## config.mk

```make
export PLATFORM = sky130hd
export DESIGN_NAME = center_buf_drain
export DESIGN_NICKNAME = d
export VERILOG_FILES = /design/src/rtl/center_buf_drain.sv
export SDC_FILE = /design/constraint.sdc
export NUM_CORES = 1
export LEC_CHECK = 0
export ABC_CLOCK_PERIOD_IN_PS = 1950
export CELL_PAD_IN_SITES_DETAIL_PLACEMENT = 0
export CELL_PAD_IN_SITES_GLOBAL_PLACEMENT = 2
export CORE_MARGIN = 5
export CORE_UTILIZATION = 39
export CTS_CLUSTER_DIAMETER = 200
export CTS_CLUSTER_SIZE = 14
export DETAILED_ROUTE_END_ITERATION = 8
export DONT_BUFFER_PORTS = 1
export PLACE_DENSITY = 0.84
export SLEW_MARGIN = 0
export SYNTH_ARGS = -nofsm -noshare
export SYNTH_HDL_FRONTEND = slang
export SYNTH_SLANG_ARGS = --single-unit
```

## constraint.sdc

```tcl
create_clock -name clk -period 1.95 [get_ports clk]
set_clock_uncertainty 0.05 [all_clocks]
set_input_delay 0.39 -clock clk [delete_from_list [all_inputs] [get_ports clk]]
set_output_delay 0.39 -clock clk [all_outputs]
set_load 0.02 [all_outputs]
```

## src/rtl/center_buf_drain.sv

```systemverilog
`default_nettype none
// center_buf_drain -- streams a wrap-around range of center-buffer words as OUT_WIDTH slices.
// Revision 1.0
module center_buf_drain #(
  parameter int DATA_WIDTH = 256,
  parameter int DEPTH      = 32,
  parameter int log2_DEPTH = 5,
  parameter int OUT_WIDTH  = 64
) (
  input  logic                    clk,
  input  logic                    rst_n,
  input  logic                    start,
  input  logic [log2_DEPTH-1:0]   start_base,
  input  logic [log2_DEPTH:0]     start_len,
  output logic                    rd_en,
  output logic [log2_DEPTH-1:0]   rd_addr,
  input  logic                    rd_dat_vld,
  input  logic [DATA_WIDTH-1:0]   rd_dat,
  output logic                    out_valid,
  output logic [OUT_WIDTH-1:0]    out_data,
  output logic                    out_last,
  input  logic                    out_ready,
  output logic                    busy,
  output logic                    done
);

  localparam int RATIO   = DATA_WIDTH / OUT_WIDTH;
  localparam int SLICE_W = (RATIO > 1) ? $clog2(RATIO) : 1;
  localparam logic [SLICE_W-1:0]    LAST_SLICE = SLICE_W'(RATIO - 1);
  localparam logic [SLICE_W-1:0]    SLICE_ONE  = SLICE_W'(1);
  localparam logic [log2_DEPTH-1:0] ADDR_LAST  = log2_DEPTH'(DEPTH - 1);
  localparam logic [log2_DEPTH-1:0] ADDR_ONE   = log2_DEPTH'(1);
  localparam logic [log2_DEPTH:0]   LEN_ONE    = (log2_DEPTH + 1)'(1);

  typedef enum logic [2:0] {IDLE, READ, WAIT, SEND, DONE} state_t;

  state_t                  state, state_nxt;
  logic [log2_DEPTH-1:0]   cur_addr, cur_addr_nxt, addr_inc;
  logic [log2_DEPTH:0]     words_left, words_left_nxt;
  logic [SLICE_W-1:0]      slice, slice_nxt;
  logic [DATA_WIDTH-1:0]   hold_reg;
  logic                    load_hold;
  logic                    last_slice, last_word;
  logic [OUT_WIDTH-1:0]    slices [RATIO];

  for (genvar i = 0; i < RATIO; i++) begin : g_slice
    assign slices[i] = hold_reg[i*OUT_WIDTH +: OUT_WIDTH];
  end

  // Explicit wrap keeps the increment correct even if DEPTH were not a power of two.
  assign addr_inc   = (cur_addr == ADDR_LAST) ? '0 : cur_addr + ADDR_ONE;
  assign last_slice = (slice == LAST_SLICE);
  assign last_word  = (words_left == LEN_ONE);
  assign busy       = (state != IDLE);
  assign out_data   = (state == SEND) ? slices[slice] : '0;

  always_ff @(posedge clk or negedge rst_n) begin
    if (!rst_n) begin
      state      <= IDLE;
      cur_addr   <= '0;
      words_left <= '0;
      slice      <= '0;
      hold_reg   <= '0;
    end else begin
      state      <= state_nxt;
      cur_addr   <= cur_addr_nxt;
      words_left <= words_left_nxt;
      slice      <= slice_nxt;
      if (load_hold) hold_reg <= rd_dat;
    end
  end

  always_comb begin
    state_nxt      = state;
    cur_addr_nxt   = cur_addr;
    words_left_nxt = words_left;
    slice_nxt      = slice;
    load_hold      = 1'b0;
    rd_en          = 1'b0;
    rd_addr        = '0;
    out_valid      = 1'b0;
    out_last       = 1'b0;
    done           = 1'b0;
    case (state)
      IDLE: begin
        if (start) begin
          if (start_len != '0) begin
            cur_addr_nxt   = start_base;
            words_left_nxt = start_len;
            state_nxt      = READ;
          end else begin
            state_nxt = DONE;
          end
        end
      end
      READ: begin
        rd_en     = 1'b1;
        rd_addr   = cur_addr;
        state_nxt = WAIT;
      end
      WAIT: begin
        if (rd_dat_vld) begin
          load_hold = 1'b1;
          slice_nxt = '0;
          state_nxt = SEND;
        end
      end
      SEND: begin
        out_valid = 1'b1;
        out_last  = last_slice && last_word;
        if (out_ready) begin
          if (!last_slice) begin
            slice_nxt = slice + SLICE_ONE;
          end else if (last_word) begin
            state_nxt = DONE;
          end else begin
            // Next read overlaps the final handshake so only one bubble separates words.
            words_left_nxt = words_left - LEN_ONE;
            cur_addr_nxt   = addr_inc;
            rd_en          = 1'b1;
            rd_addr        = addr_inc;
            state_nxt      = WAIT;
          end
        end
      end
      DONE: begin
        done      = 1'b1;
        state_nxt = IDLE;
      end
      default: state_nxt = IDLE;
    endcase
  end

endmodule
`default_nettype wire

```

==> metrics.yaml, run 1 <==
logic_synthesis:
  yosys-top-cells-count: "dfrtp_1 (272), mux2_2 (258), and2_1 (65), mux4_2 (64), buf_2 (36)"
  synth_area_sq_um: 12600
  async_reset_ff_share_pct: 100
  yosys.area.top_type: "dfrtp_1"
  yosys.area.top_type_share_pct: 54.0
  synth_cell_types: 44
  synth_nets: 1106
  synth.avg_cell_area_sq_um: 15.2
  synth_warnings: 0
  synth_seq_area_share_pct: 54.0
  synth-edff-count: 0
  synth.area.top_cells: "dfrtp_1 (54%), mux2_2 (23%), mux4_2 (11%), and2_1 (3.2%), buf_2 (1.4%)"
  syn-instance-count: 829
  ys.flop_type: "dfrtp_1"
  synth-seq-cells: 272
  synth.most_common_cell: "dfrtp_1"
placement:
  gp_congestion: 0.773
  hpwl_um: 22000
  dp.cells: 1231
  postPlaceCellArea_sq_um: 13500
  portBuffers: 0
outcome:
  outcome: "aborted with a tool error"
  lastStage: "clock tree synthesis (4_1_cts)"
  error_message: "[ERROR RSZ-0060] Max buffer count reached."
clock_tree:
  ctsLongestPathBuffers: 3
  cts_resized: 181
  postCtsHoldBufs: 258
  postCtsSetupBuffers: 24
  cts-buffers-inserted: 23
  cts_max_level: 1
  clock_sinks: 272
  cts-root-buf: "clkbuf_16"
die:
  io_pins: 346
  die_y_um: 190
  fp-row-count: 65
  die_w_um: 190
  initial_core_util_pct: 39.7
[through the flow]
step | setup slack [ns] | hold slack, ns
after global placement | -0.192 | 0.0503
after floorplan | -0.110 | 0.0444
after detailed placement | -0.213 | 0.0504
[cells by family after synthesis]
group	share of synthesized area, %
adders and majority gates	0.496
xor gates and xnor gates	0.0695
DFF	54.0
AOI/OAI and AO/OA	2.81
muxes	35.0
and+or+nand+nor	5.34
buffers and inverters	2.26
==> run 2: changes to the inputs <==
- ABC_CLOCK_PERIOD_IN_PS: 1950 -> 2500
- CELL_PAD_IN_SITES_DETAIL_PLACEMENT: 0 -> not set
- CELL_PAD_IN_SITES_GLOBAL_PLACEMENT: 2 -> not set
- CORE_UTILIZATION: 39 -> 35
- CTS_CLUSTER_DIAMETER: 200 -> not set
- CTS_CLUSTER_SIZE: 14 -> not set
- PLACE_DENSITY: 0.84 -> not set
- PLACE_DENSITY_LB_ADDON: not set -> 0.15
- clock period: 1.95 -> 2.5 ns (I/O delays scaled with it)
==> metrics.yaml, run 2 <==
logic_synthesis:
  synth_seq_area_share_pct: 54.0
  synth-seq-cells: 272
  async_reset_ff_share_pct: 100
  synth.most_common_cell: "dfrtp_1"
  synth_nets: 1106
  yosys-top-cells-count: "dfrtp_1 (272), mux2_2 (258), and2_1 (65), mux4_2 (64), buf_2 (36)"
  synth.avg_cell_area_sq_um: 15.2
  yosys.area.top_type: "dfrtp_1"
  syn-instance-count: 829
  synth_cell_types: 44
  synth_area_sq_um: 12600
  synth_warnings: 0
  yosys.area.top_type_share_pct: 54.0
  synth-edff-count: 0
  ys.flop_type: "dfrtp_1"
  synth.area.top_cells: "dfrtp_1 (54%), mux2_2 (23%), mux4_2 (11%), and2_1 (3.2%), buf_2 (1.4%)"
sta:
  worst_slack_ns: -0.329
  setup_tns_ns: -6.56
  hold_viol_final: 272
  drv_slew: 0
  grt_setup_unrepaired: "yes"
  relSlewSlack_pct: 71.5
  fin_crit_ns: 2.83
  tightest_slew_ns: 0.427
  setup_violations: 71
  fmax_mhz: 353
  timing.hold.ws_ns: -0.367
  period_share_pct: 113
detailed_routing:
  drtIter0Drc: 299
  routedWlPerCell_um: 25.6
  routed_wl_um: 35100
  drc: 0
  vias: 7334
  antenna_left: 0
  viasPerCell: 5.35
  drt_pass1_iterations: 4
die:
  io_pins: 346
  die_w_um: 200
  coreArea_sq_um: 35600
  die_area_sq_um: 39900
  die_y_um: 200
  initial_core_util_pct: 35.4
  fp-row-count: 69
final_layout:
  finalNetCount: 1149
  layout_common_cells: "dfrtp_1 (269), mux2_2 (258), mux4_2 (64), and2_4 (64), clkbuf_16 (38)"
  largest_reg_flops: 256
  drive_above_1_share_pct: 58.3
  fill_cells: 3162
  area_delta_synth_final_pct: 20.6
  final_common_cell: "dfrtp_1"
  final_core_util_pct: 42.7
clock_tree:
  cts-root-buf: "clkbuf_16"
  clock_sinks: 272
  cts_max_level: 2
  ctsLongestPathBuffers: 3
  cts-buffers-inserted: 34
  path_clk_slew_ns: 0.06
  cts_tree: "built"
  clock_latency_ns: 0.51
job:
  drv_cap: 0
grt:
  grt_usage_pct: 17.1
  overflow: 0
  grt_pass1_vias: 8363
  grt_max_degree: 273
  antenna_found_initial: 20
  grt_pass1_wl_um: 52100
setup_path:
  slowest_stage: "or4b_4"
  crit_arrival_ns: 2.28
  worstSetupEndpointType: "primary output"
  cp.required_ns: 1.95
  startpoint_type: "flop"
  critPathKind: "flop to primary output"
  r2r_start: "words_left[1]"
  max_stage_delay_ns: 0.49
  r2r.worst_path.cells: 9
  cp_cell_sequence: "inv_2, ha_4, or4b_4, o211a_1, a32oi_1, nor2_1, buf_4"
  worst-path-max-fanout: 3
  worstSetupStartpoint: "words_left[1]"
placement:
  portBuffers: 0
  gp_congestion: 0.841
  hpwl_um: 22500
outcome:
  outcome: "complete, but fails checks"
  violations: "negative hold slack, negative setup slack"
min_path:
  hold_class: "primary input to asynchronous set/reset pin"
pwr:
  p_per_area_nw_per_um2: 1560
  p_leak_nw: 6.13
  peakVddDrop_mv: 0.986
==> run 2: cell families after synthesis <==
| group | after synthesis | share of synthesized area (%) |
|---|---|---|
| simple gates | 118 | 5.34 |
| flops | 272 | 54.0 |
| xor+xnor | 1 | 0.0695 |
| compound gates | 45 | 2.81 |
| mux | 327 | 35.0 |
| fa+ha+maj | 5 | 0.496 |
| buf+inv | 61 | 2.26 |
==> run 2: through the flow <==
step	cell area (sq um)	setup slack [ns]	total power [mW]	hold WS [ns]	std cells
after floorplan	12600	0.108	14.9	0.154	829
after global placement	13300	0.149	16.7	0.170	1263
after detailed placement	13300	0.0645	17.1	0.173	1263
after CTS	15100	-0.384	23.8	-0.402	1357
after global routing	15200	-0.420	25.1	-0.409	1367
final	15200	-0.329	23.7	-0.367	1371
==> run 2: final timing paths <==
path	to	slack [ns]
max in group asynchronous	hold_reg[104]	2.38
min in group clk	hold_reg[246]	0.07
min reg2reg	hold_reg[149]	0.45
min	cur_addr[3]	-0.37
max reg2reg	cur_addr[4]	0.08
max	rd_addr[1]	-0.33
==> run 2: timing repair <==
item,in CTS,in global routing
setup endpoints to repair,71,76
resized for setup,156,21
setup buffers,27,6
cloned,6,1
pin swaps,12,18
hold endpoints to repair,272,272
==> run 2: worst max-delay path: cells and delay by family, from the launching register on <==
family / cells / cell delay (ns)
AOI/OAI and AO/OA: 2 / 0.45
DFF: 1 / 0.39
and+or+nand+nor: 2 / 0.56
buffers and inverters: 2 / 0.24
adders and majority gates: 1 / 0.11
==> run 2: area by class of cell <==
class / count / area (sq um) / share of cell area [%]
Antenna cell: 13 / 32.5 / 0.214
Clock buffer: 54 / 1040 / 6.84
Clock inverter: 7 / 40.0 / 0.263
Inverter: 5 / 23.8 / 0.156
Multi-Input combinational cell: 496 / 5770 / 37.9
Sequential cell: 272 / 6820 / 44.8
Tap cell: 461 / 577 / 3.79
Timing Repair Buffer: 63 / 906 / 5.96
==> run 2: layer usage <==
| layer | vias to the layer above | track usage (%) | wire length (um) |
|---|---|---|---|
| met2 | 267 | 28.9 | 17600 |
| li1 | 3181 | - | - |
| met4 | 20 | 4.88 | 788 |
| met3 | 74 | 7.17 | 3190 |
| met5 | - | 0 | 134 |
| met1 | 3792 | 20.3 | 13400 |
==> run 2: where the power goes <==
group | switching, mW | leakage, nW | internal, mW
Clock | 1.82 | 0.526 | 2.85
Sequential | 1.25 | 3.19 | 6.68
Combinational | 4.84 | 2.42 | 6.22
Power figures use the tool's default switching activity.
